File: config.mk
export PLATFORM = sky130hd
export DESIGN_NAME = target_slew
export DESIGN_NICKNAME = d
export VERILOG_FILES = /design/src/rtl/slew_pkg.sv /design/src/rtl/stable_filter.sv /design/src/rtl/target_slew.sv
export SDC_FILE = /design/constraint.sdc
export NUM_CORES = 1
export LEC_CHECK = 0
export CAP_MARGIN = 25
export CORE_MARGIN = 2
export CORE_UTILIZATION = 35
export DETAILED_ROUTE_END_ITERATION = 10
export SYNTH_ARGS = -nofsm -noshare
export SYNTH_HDL_FRONTEND = slang
export SYNTH_HIERARCHICAL = 1
export SYNTH_SLANG_ARGS = --single-unit
File: constraint.sdc
create_clock -name clk -period 7.6 [get_ports clk]
set_input_delay 1.52 -clock clk [delete_from_list [all_inputs] [get_ports clk]]
set_output_delay 1.52 -clock clk [all_outputs]
set_load 0.005 [all_outputs]
File: src/rtl/slew_pkg.sv
// Shared types and helpers for the target slew limiter.
//   slew_state_e : ramp direction (IDLE / UP / DOWN)
//   DEF_*        : default widths used by target_slew
//   SAT_W        : width of the sat_step datapath; callers zero-extend into it,
//                  and keep WIDTH < SAT_W so at least one headroom bit exists
//   sat_step()   : one clamped ramp step toward goal
package slew_pkg;

  typedef enum logic [1:0] {
    IDLE = 2'd0,
    UP   = 2'd1,
    DOWN = 2'd2
  } slew_state_e;

  localparam int DEF_WIDTH  = 32;
  localparam int DEF_STEP_W = 16;
  localparam int DEF_DIV_W  = 16;
  localparam int SAT_W      = 64;

  // Moves cur by step toward goal without crossing it. Operands are
  // zero-extended values narrower than SAT_W, so the up-sum cannot wrap.
  // The down path keeps an explicit borrow bit so step > cur clamps to goal
  // instead of wrapping to a huge value.
  function automatic logic [SAT_W-1:0] sat_step(
    input logic [SAT_W-1:0] cur,
    input logic [SAT_W-1:0] goal,
    input logic [SAT_W-1:0] step,
    input logic             up
  );
    logic [SAT_W-1:0] sum;
    logic [SAT_W:0]   diff;
    sum  = cur + step;
    diff = {1'b0, cur} - {1'b0, step};
    if (up) begin
      return (sum > goal) ? goal : sum;
    end
    if (diff[SAT_W] || (diff[SAT_W-1:0] < goal)) begin
      return goal;
    end
    return diff[SAT_W-1:0];
  endfunction

endpackage

File: src/rtl/stable_filter.sv
// Input conditioning for target_slew: 2-flop synchroniser on the raw target,
// a stability counter, and the goal register.
//   clk, rst_n : block clock, async active-low reset
//   target_in  : raw target, asynchronous to clk and may glitch
//   goal       : last accepted target
//   goal_load  : high in the cycle goal takes a new (different) value;
//                goal changes on the following clock edge
// A value is accepted once the synchronised copy has been unchanged for
// STABLE_CYC cycles, the cycle it first appears counting as the first one.
// This gives 2+STABLE_CYC cycles from a clean input change to goal update.
module stable_filter
  import slew_pkg::*;
#(
  parameter int               WIDTH      = DEF_WIDTH,
  parameter int               STABLE_CYC = 1024,
  parameter logic [WIDTH-1:0] RESET_VAL  = '0
) (
  input  logic             clk,
  input  logic             rst_n,
  input  logic [WIDTH-1:0] target_in,
  output logic [WIDTH-1:0] goal,
  output logic             goal_load
);

  localparam int             CW      = $clog2(STABLE_CYC + 1);
  localparam logic [CW-1:0]  CNT_MAX = CW'(STABLE_CYC);

  logic [WIDTH-1:0] meta;
  logic [WIDTH-1:0] sync;
  logic [WIDTH-1:0] prev;
  logic [CW-1:0]    cnt;
  logic [CW-1:0]    cnt_next;
  logic             changed;
  logic             reached;

  assign changed = (sync != prev);

  always_comb begin
    cnt_next = cnt;
    if (changed) begin
      cnt_next = CW'(1);
    end else if (cnt != CNT_MAX) begin
      cnt_next = cnt + 1'b1;
    end
  end

  // First arrival at the saturation value; holding there does not reload.
  assign reached   = (cnt_next == CNT_MAX) && (changed || (cnt != CNT_MAX));
  // Reloading the value goal already has is not reported as a change.
  assign goal_load = reached && (sync != goal);

  always_ff @(posedge clk or negedge rst_n) begin
    if (!rst_n) begin
      meta <= '0;
      sync <= '0;
      prev <= '0;
      cnt  <= '0;
      goal <= RESET_VAL;
    end else begin
      meta <= target_in;
      sync <= meta;
      prev <= sync;
      cnt  <= cnt_next;
      if (goal_load) begin
        goal <= sync;
      end
    end
  end

endmodule

File: src/rtl/target_slew.sv
// Slew-rate limiter between switch decoding and the DSP stage. The raw target
// is filtered by stable_filter into goal; target_out then ramps toward goal in
// steps of eff_step on each prescaler tick.
//   clk, rst_n  : block clock, async active-low reset
//   enable      : 1 = ramp advances, 0 = output frozen and prescaler held at 0
//   target_in   : raw target (async, may glitch)
//   step        : increment per tick, 0 behaves as 1
//   tick_div    : tick period minus 1
//   target_out  : rate-limited target
//   busy        : registered, high while target_out != goal
//   done        : one-cycle pulse after a ramp step lands on goal
// Build option TARGET_SLEW_BYPASS_EN adds input `bypass`: while high,
// target_out follows goal directly, no ramp, no busy, no done.
//
// state | meaning
// IDLE  | target_out == goal
// UP    | target_out <  goal
// DOWN  | target_out >  goal
module target_slew
  import slew_pkg::*;
#(
  parameter int               WIDTH      = DEF_WIDTH,
  parameter int               STEP_W     = DEF_STEP_W,
  parameter int               DIV_W      = DEF_DIV_W,
  parameter int               STABLE_CYC = 1024,
  parameter logic [WIDTH-1:0] RESET_VAL  = '0
) (
  input  logic              clk,
  input  logic              rst_n,
`ifdef TARGET_SLEW_BYPASS_EN
  input  logic              bypass,
`endif
  input  logic              enable,
  input  logic [WIDTH-1:0]  target_in,
  input  logic [STEP_W-1:0] step,
  input  logic [DIV_W-1:0]  tick_div,
  output logic [WIDTH-1:0]  target_out,
  output logic              busy,
  output logic              done
);

  localparam int OUT_PAD  = SAT_W - WIDTH;
  localparam int STEP_PAD = SAT_W - STEP_W;

  logic [WIDTH-1:0]  goal;
  logic              goal_load;
  logic              hold_off;
  logic              run;
  logic              tick;
  logic [DIV_W-1:0]  pre_cnt;
  slew_state_e       state;
  slew_state_e       state_next;
  logic [STEP_W-1:0] eff_step;
  logic [SAT_W-1:0]  sat_res;
  logic [WIDTH-1:0]  ramp_val;
  logic              moving;
  logic              step_hit;
  logic              hit_q;
  logic              unused_sat_hi;

`ifdef TARGET_SLEW_BYPASS_EN
  assign hold_off = bypass;
`else
  assign hold_off = 1'b0;
`endif

  stable_filter #(
    .WIDTH      (WIDTH),
    .STABLE_CYC (STABLE_CYC),
    .RESET_VAL  (RESET_VAL)
  ) u_filter (
    .clk       (clk),
    .rst_n     (rst_n),
    .target_in (target_in),
    .goal      (goal),
    .goal_load (goal_load)
  );

  // Prescaler. >= rather than == so a tick_div lowered below the running
  // count still ticks at the next compare instead of wrapping the counter.
  assign run  = enable && !hold_off;
  assign tick = run && (pre_cnt >= tick_div);

  always_ff @(posedge clk or negedge rst_n) begin
    if (!rst_n) begin
      pre_cnt <= '0;
    end else if (!run || tick) begin
      pre_cnt <= '0;
    end else begin
      pre_cnt <= pre_cnt + 1'b1;
    end
  end

  always_ff @(posedge clk or negedge rst_n) begin
    if (!rst_n) begin
      state <= IDLE;
    end else begin
      state <= state_next;
    end
  end

  // Direction from the registered values of this cycle; it also steers the
  // arithmetic below, so a goal that jumps past target_out reverses the ramp
  // immediately instead of clamping onto the far side.
  always_comb begin
    state_next = IDLE;
    if (hold_off) begin
      state_next = IDLE;
    end else if (target_out < goal) begin
      state_next = UP;
    end else if (target_out > goal) begin
      state_next = DOWN;
    end
  end

  always_comb begin
    busy = (state != IDLE) && !hold_off;
  end

  assign eff_step = (step == '0) ? STEP_W'(1) : step;
  assign sat_res  = sat_step({{OUT_PAD{1'b0}}, target_out},
                             {{OUT_PAD{1'b0}}, goal},
                             {{STEP_PAD{1'b0}}, eff_step},
                             state_next == UP);
  assign ramp_val      = sat_res[WIDTH-1:0];
  assign unused_sat_hi = |sat_res[SAT_W-1:WIDTH];

  assign moving   = tick && (state_next != IDLE);
  // A step that lands on the goal being replaced this cycle is not an arrival.
  assign step_hit = moving && (ramp_val == goal) && !goal_load;

  always_ff @(posedge clk or negedge rst_n) begin
    if (!rst_n) begin
      target_out <= RESET_VAL;
    end else if (hold_off) begin
      target_out <= goal;
    end else if (moving) begin
      target_out <= ramp_val;
    end
  end

  // done lines up with busy falling: both land one cycle after the step.
  always_ff @(posedge clk or negedge rst_n) begin
    if (!rst_n) begin
      hit_q <= 1'b0;
      done  <= 1'b0;
    end else begin
      hit_q <= step_hit;
      done  <= hit_q && !hold_off;
    end
  end

endmodule

==> flow_summary.toml, run 1 <==
[cells_and_area]
layout_commonest_cell = "dfrtp_1"
diodes = 0
fin_cells = 2145
final_nets = 1832
drive_above_1_share = 0.119
multi_input_area_mm2 = 0.00830
layout_common_cells = "191 x dfrtp_1, 149 x ha_1, 106 x nand2_1, 105 x inv_1, 103 x buf_4"
fillers = 3817
seq_area_mm2 = 0.00478
syn_to_final_growth_pct = 20.4

[synthesis]
yosys.area.top_type = "dfrtp_1"
async_flop_share = 1.00
synth_ff_type = "dfrtp_1"
ys_seq_area_frac = 0.346
yosysTopAreaCellShare = 0.346
yosys_warnings = 6
yosysUniqueCellTypes = 104
synth_area_mm2 = 0.0138
synth_cells = 1453
synth_edf_count = 0
synth_seq_cells = 191
syn_avg_cell_area_um2 = 9.51
synth_area_leaders = "dfrtp_1 35%, ha_1 13%, xnor2_1 5.6%"
syn_nets = 1671

[drt]
dr.pass1.iters = 5
first_iter_violations = 1012
remaining_drc_errors = 0
post_drt_wl_per_cell_um = 21.4
viasPerCell = 5.55
drt-total-wl_um = 45900
vias = 11913
antenna_left = 0

[placed_design]
globalplace.congestion = 0.972
dp_hpwl_um = 36500
numPortBuffers = 100
dp_slack_ns = -0.420
placedCellCount = 2112

[critical_path]
cp-start-kind = "input pin"
crit_arrival_ns = 7.55
r2r_slack_ns = 1.89
reg2reg_depth = 20
crit_type = "input pin to register"
cp-end-kind = "register"
cp.required_ns = 7.98
cp_max_fo = 8

[sta]
finalSetupViolations = 0
rsz0062_at_grt = "false"
fin_ws_ns = 0.434
hold_violations = 0
worst_pin_slew_ns = 0.797
fin_setup_tns_ns = 0
fin_skew_ns = 0.0190
slew_violations = 0
fin_crit_ns = 7.17
fmax_ghz = 0.140
period_share = 0.943
slew_headroom = 0.469

[clocking]
cts_setup_buffers = 0
hold_buffers = 0
clock-sinks = 191
cts_tree = "built"
post_cts_resized = 0
cts.path.max_buffers = 2
clkSlewWorstSetupHoldPaths_ns = 0.09
clock_latency_ns = 0.45
htreeDepth = 4
clockRootBuffer = "clkbuf_16"
numCtsBuffers = 17

[floorplan]
rows = 72
start_util = 0.356
dieArea_mm2 = 0.0411
ios = 101
die_x_um = 203
core-area_mm2 = 0.0388
die_h_um = 203

[hold_path]
holdPathStages = 0
hp-class = "register to register"

[power_and_ir_drop]
leakage_nw = 7.47
irDropWorstVdd_mv = 0.188
power.density_mw_per_mm2 = 303
totalPowerFinal_mw = 5.03

[global_routing]
track_usage = 0.227
grt_max_degree = 124
antenna_found_initial = 0
grt-ovfl-total = 0
first_global_vias = 11741
grt_first_pass_wirelength_um = 70400

[flow_run]
maxCapViolCount = 0

[outcome]
status = "finished, final reports clean"
worst max-delay path: stages:
cell             delay [ns]
clkdlybuf4s50_1        0.45
nor4_1                 0.28
buf_4                  0.16
a41o_1                 0.21
ha_1                   0.21
fa_1                   0.25
nand2b_4               0.08
a2111oi_4              0.34
buf_4                  0.18
o211ai_1               0.16
a211oi_1               0.32
mux2i_1                0.24
o2111a_1               0.36
ha_1                   0.18
nand4_1                0.20
nor4_4                 0.36
o21ai_0                0.20
o211ai_1               0.23
o211a_1                0.23
or3_1                  0.23
buf_4                  0.21
nor2_1                 0.07
a22o_1                 0.27
nor4_2                 0.32
nand4_1                0.13
nor2_1                 0.14
routing by layer:
metal  GRT usage  vias to the layer above  share of wire
li1            -                     5556              -
met1       0.314                     5807           0.45
met2       0.358                      473           0.45
met3      0.0340                       77          0.067
met4      0.0847                        0          0.032
met5           0                        -              0
cell usage after synthesis (6+ instances only):
cell type	instances
a21o_1	13
mux2_1	29
o31ai_1	19
and3_1	15
mux2_2	6
nor4_1	32
o21a_1	12
buf_2	19
ha_1	149
nor3_1	29
o21ai_0	54
buf_6	9
o221ai_1	10
nor2_1	96
o211ai_1	10
nand3_1	37
xor2_1	62
or3_1	11
o22ai_1	17
a22oi_1	6
a221oi_1	8
and4_1	9
inv_1	105
nand2b_1	18
nand2_1	106
a21oi_1	71
xnor2_1	89
dfrtp_1	191
a211oi_1	12
nand4_1	26
o2111ai_1	6
nor2b_1	10
clkbuf_1	31
state kept, by name, indices dropped and copies added (netlist names):
signal,flops
target_out,32
pre_cnt,16
done,1
u_filter/goal,32
u_filter/sync,32
hit_q,1
u_filter/meta,32
state,2
u_filter/cnt,11
u_filter/prev,32
report_power, final:
part / leakage (nW) / switching [mW] / internal (mW)
logic: 4.76 / 1.59 / 1.31
clock network: 0.302 / 0.449 / 0.485
registers: 2.41 / 0.121 / 1.07
worst paths after layout:
check	from	endpoint
worst max-delay path	step[15]	hit_q
max in group asynchronous	rst_n	u_filter/sync[26]
min in group asynchronous	rst_n	u_filter/cnt[8]
worst max register to register	target_out[13]	hit_q
worst min-delay path	u_filter/meta[3]	u_filter/sync[3]
worst min register to register	u_filter/meta[3]	u_filter/sync[3]
cell families after synthesis:
| family | after synthesis | synth area share |
|---|---|---|
| AOI/OAI and AO/OA | 311 | 0.163 |
| xor gates and xnor gates | 153 | 0.0990 |
| adders and majority gates | 151 | 0.138 |
| buffers and inverters | 172 | 0.0553 |
| DFF | 191 | 0.346 |
| muxes | 38 | 0.0307 |
| and+or+nand+nor | 437 | 0.168 |
stage by stage:
step,cell area (um^2),hold WS (ns),util
floorplan,13800,0.331,-
CTS,16600,0.352,0.427
finish,16600,0.350,0.428
global placement,16000,0.334,0.411
detailed placement,16000,0.335,0.411
global route,16600,0.351,0.428
layout make-up:
| cell class | count | area share |
|---|---|---|
| Inverter | 106 | 0.0239 |
| Multi-Input combinational cell | 1090 | 0.499 |
| Clock buffer | 18 | 0.0264 |
| Tap cell | 518 | 0.0390 |
| Sequential cell | 191 | 0.287 |
| Clock inverter | 14 | 0.0109 |
| Timing Repair Buffer | 208 | 0.113 |
Power figures use the tool's default switching activity.
==> run 2, diff against run 1 <==
RECOVER_POWER = 25   (was unset)
==> flow_summary.toml, run 2 (synthesis gave the netlist of run 1 again) <==
[outcome]
status = "finished, final reports clean"

[drt]
remaining_drc_errors = 0
first_iter_violations = 977
dr.pass1.iters = 6
drt-total-wl_um = 45800
vias = 11906
viasPerCell = 5.55
post_drt_wl_per_cell_um = 21.4
antenna_left = 0

[floorplan]
start_util = 0.356
die_h_um = 203
die_x_um = 203
dieArea_mm2 = 0.0411
rows = 72
core-area_mm2 = 0.0388
ios = 101

[clocking]
post_cts_resized = 0
clockRootBuffer = "clkbuf_16"
numCtsBuffers = 17
clkSlewWorstSetupHoldPaths_ns = 0.09
cts.path.max_buffers = 2
htreeDepth = 4
clock_latency_ns = 0.45
hold_buffers = 0
cts_setup_buffers = 0
cts_tree = "built"
clock-sinks = 191

[cells_and_area]
layout_common_cells = "191 x dfrtp_1, 149 x ha_1, 106 x nand2_1, 105 x inv_1, 103 x buf_4"
syn_to_final_growth_pct = 20.3
diodes = 0
drive_above_1_share = 0.119
final_nets = 1832
fin_cells = 2145
postLayoutCoreUtil = 0.428
layout_commonest_cell = "dfrtp_1"

[global_routing]
grt_first_pass_wirelength_um = 70400
grt_max_degree = 124
track_usage = 0.227
antenna_found_initial = 0
first_global_vias = 11741
grt-ovfl-total = 0

[critical_path]
cp-start-kind = "input pin"
cp.depth = 26
crit_top_cell = "buf_4"
cp_top_family = "compound AO/OA/AOI/OAI gates"
r2r-end = "hit_q"
critical_path_buf_inv_count = 4
crit_arrival_ns = 7.57
r2r_slack_ns = 1.95
reg2reg_depth = 22
max_stage_delay_ns = 0.45
crit_type = "input pin to register"
cp-end-kind = "register"
cp_slowest_cell = "clkdlybuf4s50_1"
cp.required_ns = 7.99
cp_max_fo = 8
r2r-start = "target_out[13]"

[power_and_ir_drop]
leakage_nw = 7.47
pwr-share-clk = 0.186
p_sw_mw = 2.15
irDropWorstVdd_mv = 0.187
power.density_mw_per_mm2 = 302
p_int_mw = 2.87
swShare = 0.429
comb_power_share = 0.576
power_frac_seq = 0.238

[sta]
slew_headroom = 0.396
worst_pin_slew_ns = 0.906
fin_crit_ns = 7.19
rsz0062_at_grt = "false"
hold_violations = 0
slew_violations = 0
fmax_ghz = 0.139
period_share = 0.946
fin_skew_ns = 0.0201
finalSetupViolations = 0

[placed_design]
globalplace.congestion = 0.972
numPortBuffers = 100
placedCellCount = 2112
dp_hpwl_um = 36500

[hold_path]
hp-start = "u_filter/meta[3]"
hp-class = "register to register"
holdPathStages = 0
worst_hold_path.endpoint = "u_filter/sync[3]"

[flow_run]
maxCapViolCount = 0
==> run 2: changes by cell type in the layout (fill, tap and decap cells not counted) <==
cell             before  now
clkdlybuf4s50_1      99   73
dlygate4sd3_1         0   26
clkbuf_1              0    1
clkbuf_8              2    1
==> run 2: cell type report <==
type / instances / area (um^2)
Inverter: 106 / 398
Timing Repair Buffer: 208 / 1880
Fill cell: 3818 / 22200
Sequential cell: 191 / 4780
Clock inverter: 14 / 181
Tap cell: 518 / 648
Clock buffer: 18 / 439
Multi-Input combinational cell: 1090 / 8300
==> run 2: per-layer routing <==
metal	track usage	wire length [um]	vias up
li1	-	-	5556
met1	0.314	20600	5803
met2	0.358	20700	473
met3	0.0340	3160	74
met5	0	0	-
met4	0.0847	1430	0
==> run 2: worst max path at each step <==
stage,start,endpoint
after CTS,step[4],hit_q
final,step[15],hit_q
after floorplan,step[8],hit_q
after global placement,step[4],hit_q
after detailed placement,step[4],hit_q
after global routing,step[15],target_out[13]
==> run 2: per-stage QoR <==
step / setup TNS (ns) / total power, mW / hold slack (ns) / cell area, um^2 / worst slack [ns]
2_1_floorplan: 0 / 2.78 / 0.331 / 13800 / 1.30
3_3_place_gp: -3.84 / 4.03 / 0.334 / 16000 / -0.460
3_5_place_dp: -3.36 / 4.04 / 0.335 / 16000 / -0.420
4_1_cts: 0 / 5.00 / 0.352 / 16600 / 0.0301
5_1_grt: 0 / 5.32 / 0.351 / 16600 / 0.0822
6_report: 0 / 5.02 / 0.350 / 16600 / 0.414
==> run 2: worst register-to-register path: stages (launching register included) <==
cell and delay (ns):
dfrtp_1 0.47, ha_1 0.53, nor4_2 0.38, and3_2 0.31, o211ai_2 0.12, and3_1 0.23, buf_12 0.15, nor3_1 0.32
xnor2_1 0.19, inv_1 0.07, ha_1 0.29, buf_4 0.11, nand2_1 0.11, nor3_1 0.48, a31oi_1 0.16, o211a_1 0.18
or3_1 0.46, buf_4 0.19, o211ai_2 0.12, o2111ai_1 0.11, a221oi_1 0.37, nand4_1 0.13, nor2_1 0.10
==> run 2: power groups by stage <==
stage	clock network, mW	registers [mW]	logic [mW]
3_3_place_gp	0	1.21	2.82
2_1_floorplan	0	1.15	1.63
5_1_grt	1.00	1.21	3.12
6_report	0.934	1.20	2.89
4_1_cts	0.963	1.19	2.84
3_5_place_dp	0	1.21	2.82
==> run 3, diff against run 2 <==
clock period = 8.8 ns   (was 7.6 ns; I/O delays follow)
==> flow_summary.toml, run 3 (synthesis gave the netlist of run 1 again) <==
[outcome]
status = "complete, but fails checks"
violations = "capacitance limit, slew limit"

[critical_path]
cp-startpoint = "step[1]"
crit_arrival_ns = 8.41
cp-end-kind = "register"
cp_top_family = "compound AO/OA/AOI/OAI gates"
cp.required_ns = 9.18
r2r_slack_ns = 2.63
r2r-start = "target_out[5]"
cp-start-kind = "input pin"
r2r-end = "hit_q"
cp.depth = 26
cp_max_fo = 14
crit_type = "input pin to register"
endpoint = "hit_q"
cp_slowest_cell = "clkdlybuf4s50_1"
max_stage_delay_ns = 0.55
critical_path_buf_inv_count = 4
reg2reg_depth = 21

[power_and_ir_drop]
irDropWorstVdd_mv = 0.111
power.density_mw_per_mm2 = 248
leakage_nw = 7.04

[sta]
fin_ws_ns = 0.770
fin_setup_tns_ns = 0
fmax_ghz = 0.125
slew_violations = 81
worst_pin_slew_ns = 4.53
period_share = 0.912
fin_crit_ns = 8.03
slew_headroom = -2.02
fin_skew_ns = 0.0157
finalSetupViolations = 0
rsz0062_at_grt = "false"
hold_violations = 0

[clocking]
cts.path.max_buffers = 2
htreeDepth = 4
hold_buffers = 0
clock-sinks = 191
clockRootBuffer = "clkbuf_16"
clock_latency_ns = 0.45
cts_tree = "built"
cts_setup_buffers = 0
clkSlewWorstSetupHoldPaths_ns = 0.08
post_cts_resized = 0
numCtsBuffers = 17

[drt]
drt-total-wl_um = 44700
antenna_left = 0
post_drt_wl_per_cell_um = 21.6
remaining_drc_errors = 0
dr.pass1.iters = 6
viasPerCell = 5.63
first_iter_violations = 1000
vias = 11623

[cells_and_area]
layout_commonest_cell = "dfrtp_1"
seq_area_mm2 = 0.00478
layout_common_cells = "191 x dfrtp_1, 149 x ha_1, 106 x nand2_1, 105 x inv_1, 96 x nor2_1"
syn_to_final_growth_pct = 15.1
postLayoutCoreUtil = 0.410
diodes = 0
fillers = 3880
drive_above_1_share = 0.0718
multi_input_area_mm2 = 0.00827
final_nets = 1753

[placed_design]
dp_slack_ns = 0.435
numPortBuffers = 100
globalplace.congestion = 0.953
dp_hpwl_um = 35400

[hold_path]
hp-class = "register to register"
holdPathStages = 0

[floorplan]
rows = 72
die_x_um = 203
ios = 101
dieArea_mm2 = 0.0411
core-area_mm2 = 0.0388
die_h_um = 203
start_util = 0.356

[global_routing]
grt-ovfl-total = 0
grt_first_pass_wirelength_um = 68800
antenna_found_initial = 0
grt_max_degree = 81
track_usage = 0.219
first_global_vias = 11406

[flow_run]
maxCapViolCount = 1
==> run 3: cell types whose count changed in the layout (fill, tap and decap cells not counted), sizes merged <==
cell and delta:
buf -79, clkdlybuf4s50 -6, dlygate4sd3 +6, clkinv +4, inv -3, bufinv -1, clkinvlp -1
==> run 3: area by class of cell <==
type / count / share of cell area
multi-input combinational: 1090 / 0.520
timing repair buffer: 129 / 0.0762
clock buffer: 18 / 0.0276
sequential: 191 / 0.301
inverter: 106 / 0.0250
tap: 518 / 0.0408
clock inverter: 13 / 0.00944
==> run 3: report_power, final <==
part	switching [mW]	internal (mW)
clock network	0.378	0.385
logic	1.32	0.837
registers	0.104	0.928
==> run 3: per-layer routing <==
metal	up-vias	wire (um)	global-route usage
met1	5669	19800	0.304
met4	0	1500	0.0852
li1	5383	-	-
met5	-	0	0
met3	81	3100	0.0326
met2	490	20200	0.344
==> run 3: worst register-to-register path, cell delays in order, from the launching register on <==
cell      delay, ns
dfrtp_1        0.48
ha_1           0.60
nand2_1        0.20
nor4b_1        0.38
a211oi_2       0.15
o31ai_2        0.59
nor3_1         0.16
xnor2_1        0.45
inv_1          0.09
ha_1           0.32
nand4_1        0.13
nor4_1         0.38
a221oi_1       0.12
o21ai_0        0.09
a31oi_1        0.10
or3_1          0.57
buf_4          0.30
o22ai_2        0.19
o22ai_1        0.11
a211oi_1       0.42
nand4_1        0.15
nor2_1         0.11
==> run 3: per-stage QoR <==
step	instance area, um^2	power [mW]	std cells	hold WS, ns
after global placement	15300	3.15	2034	0.334
after CTS	15900	3.92	2065	0.342
after global routing	15900	4.19	2065	0.357
after detailed placement	15300	3.14	2034	0.335
final	15900	3.95	2065	0.342
after floorplan	13800	2.40	1453	0.331
==> run 3: worst min path at each step <==
| stage | from | to | slack [ns] |
|---|---|---|---|
| CTS | u_filter/meta[27] | u_filter/sync[27] | 0.34 |
| global placement | u_filter/meta[30] | u_filter/sync[30] | 0.33 |
| detailed placement | u_filter/meta[15] | u_filter/sync[15] | 0.33 |
| floorplan | hit_q | done | 0.33 |
| finish | u_filter/meta[27] | u_filter/sync[27] | 0.34 |
| global route | u_filter/meta[8] | u_filter/sync[8] | 0.36 |
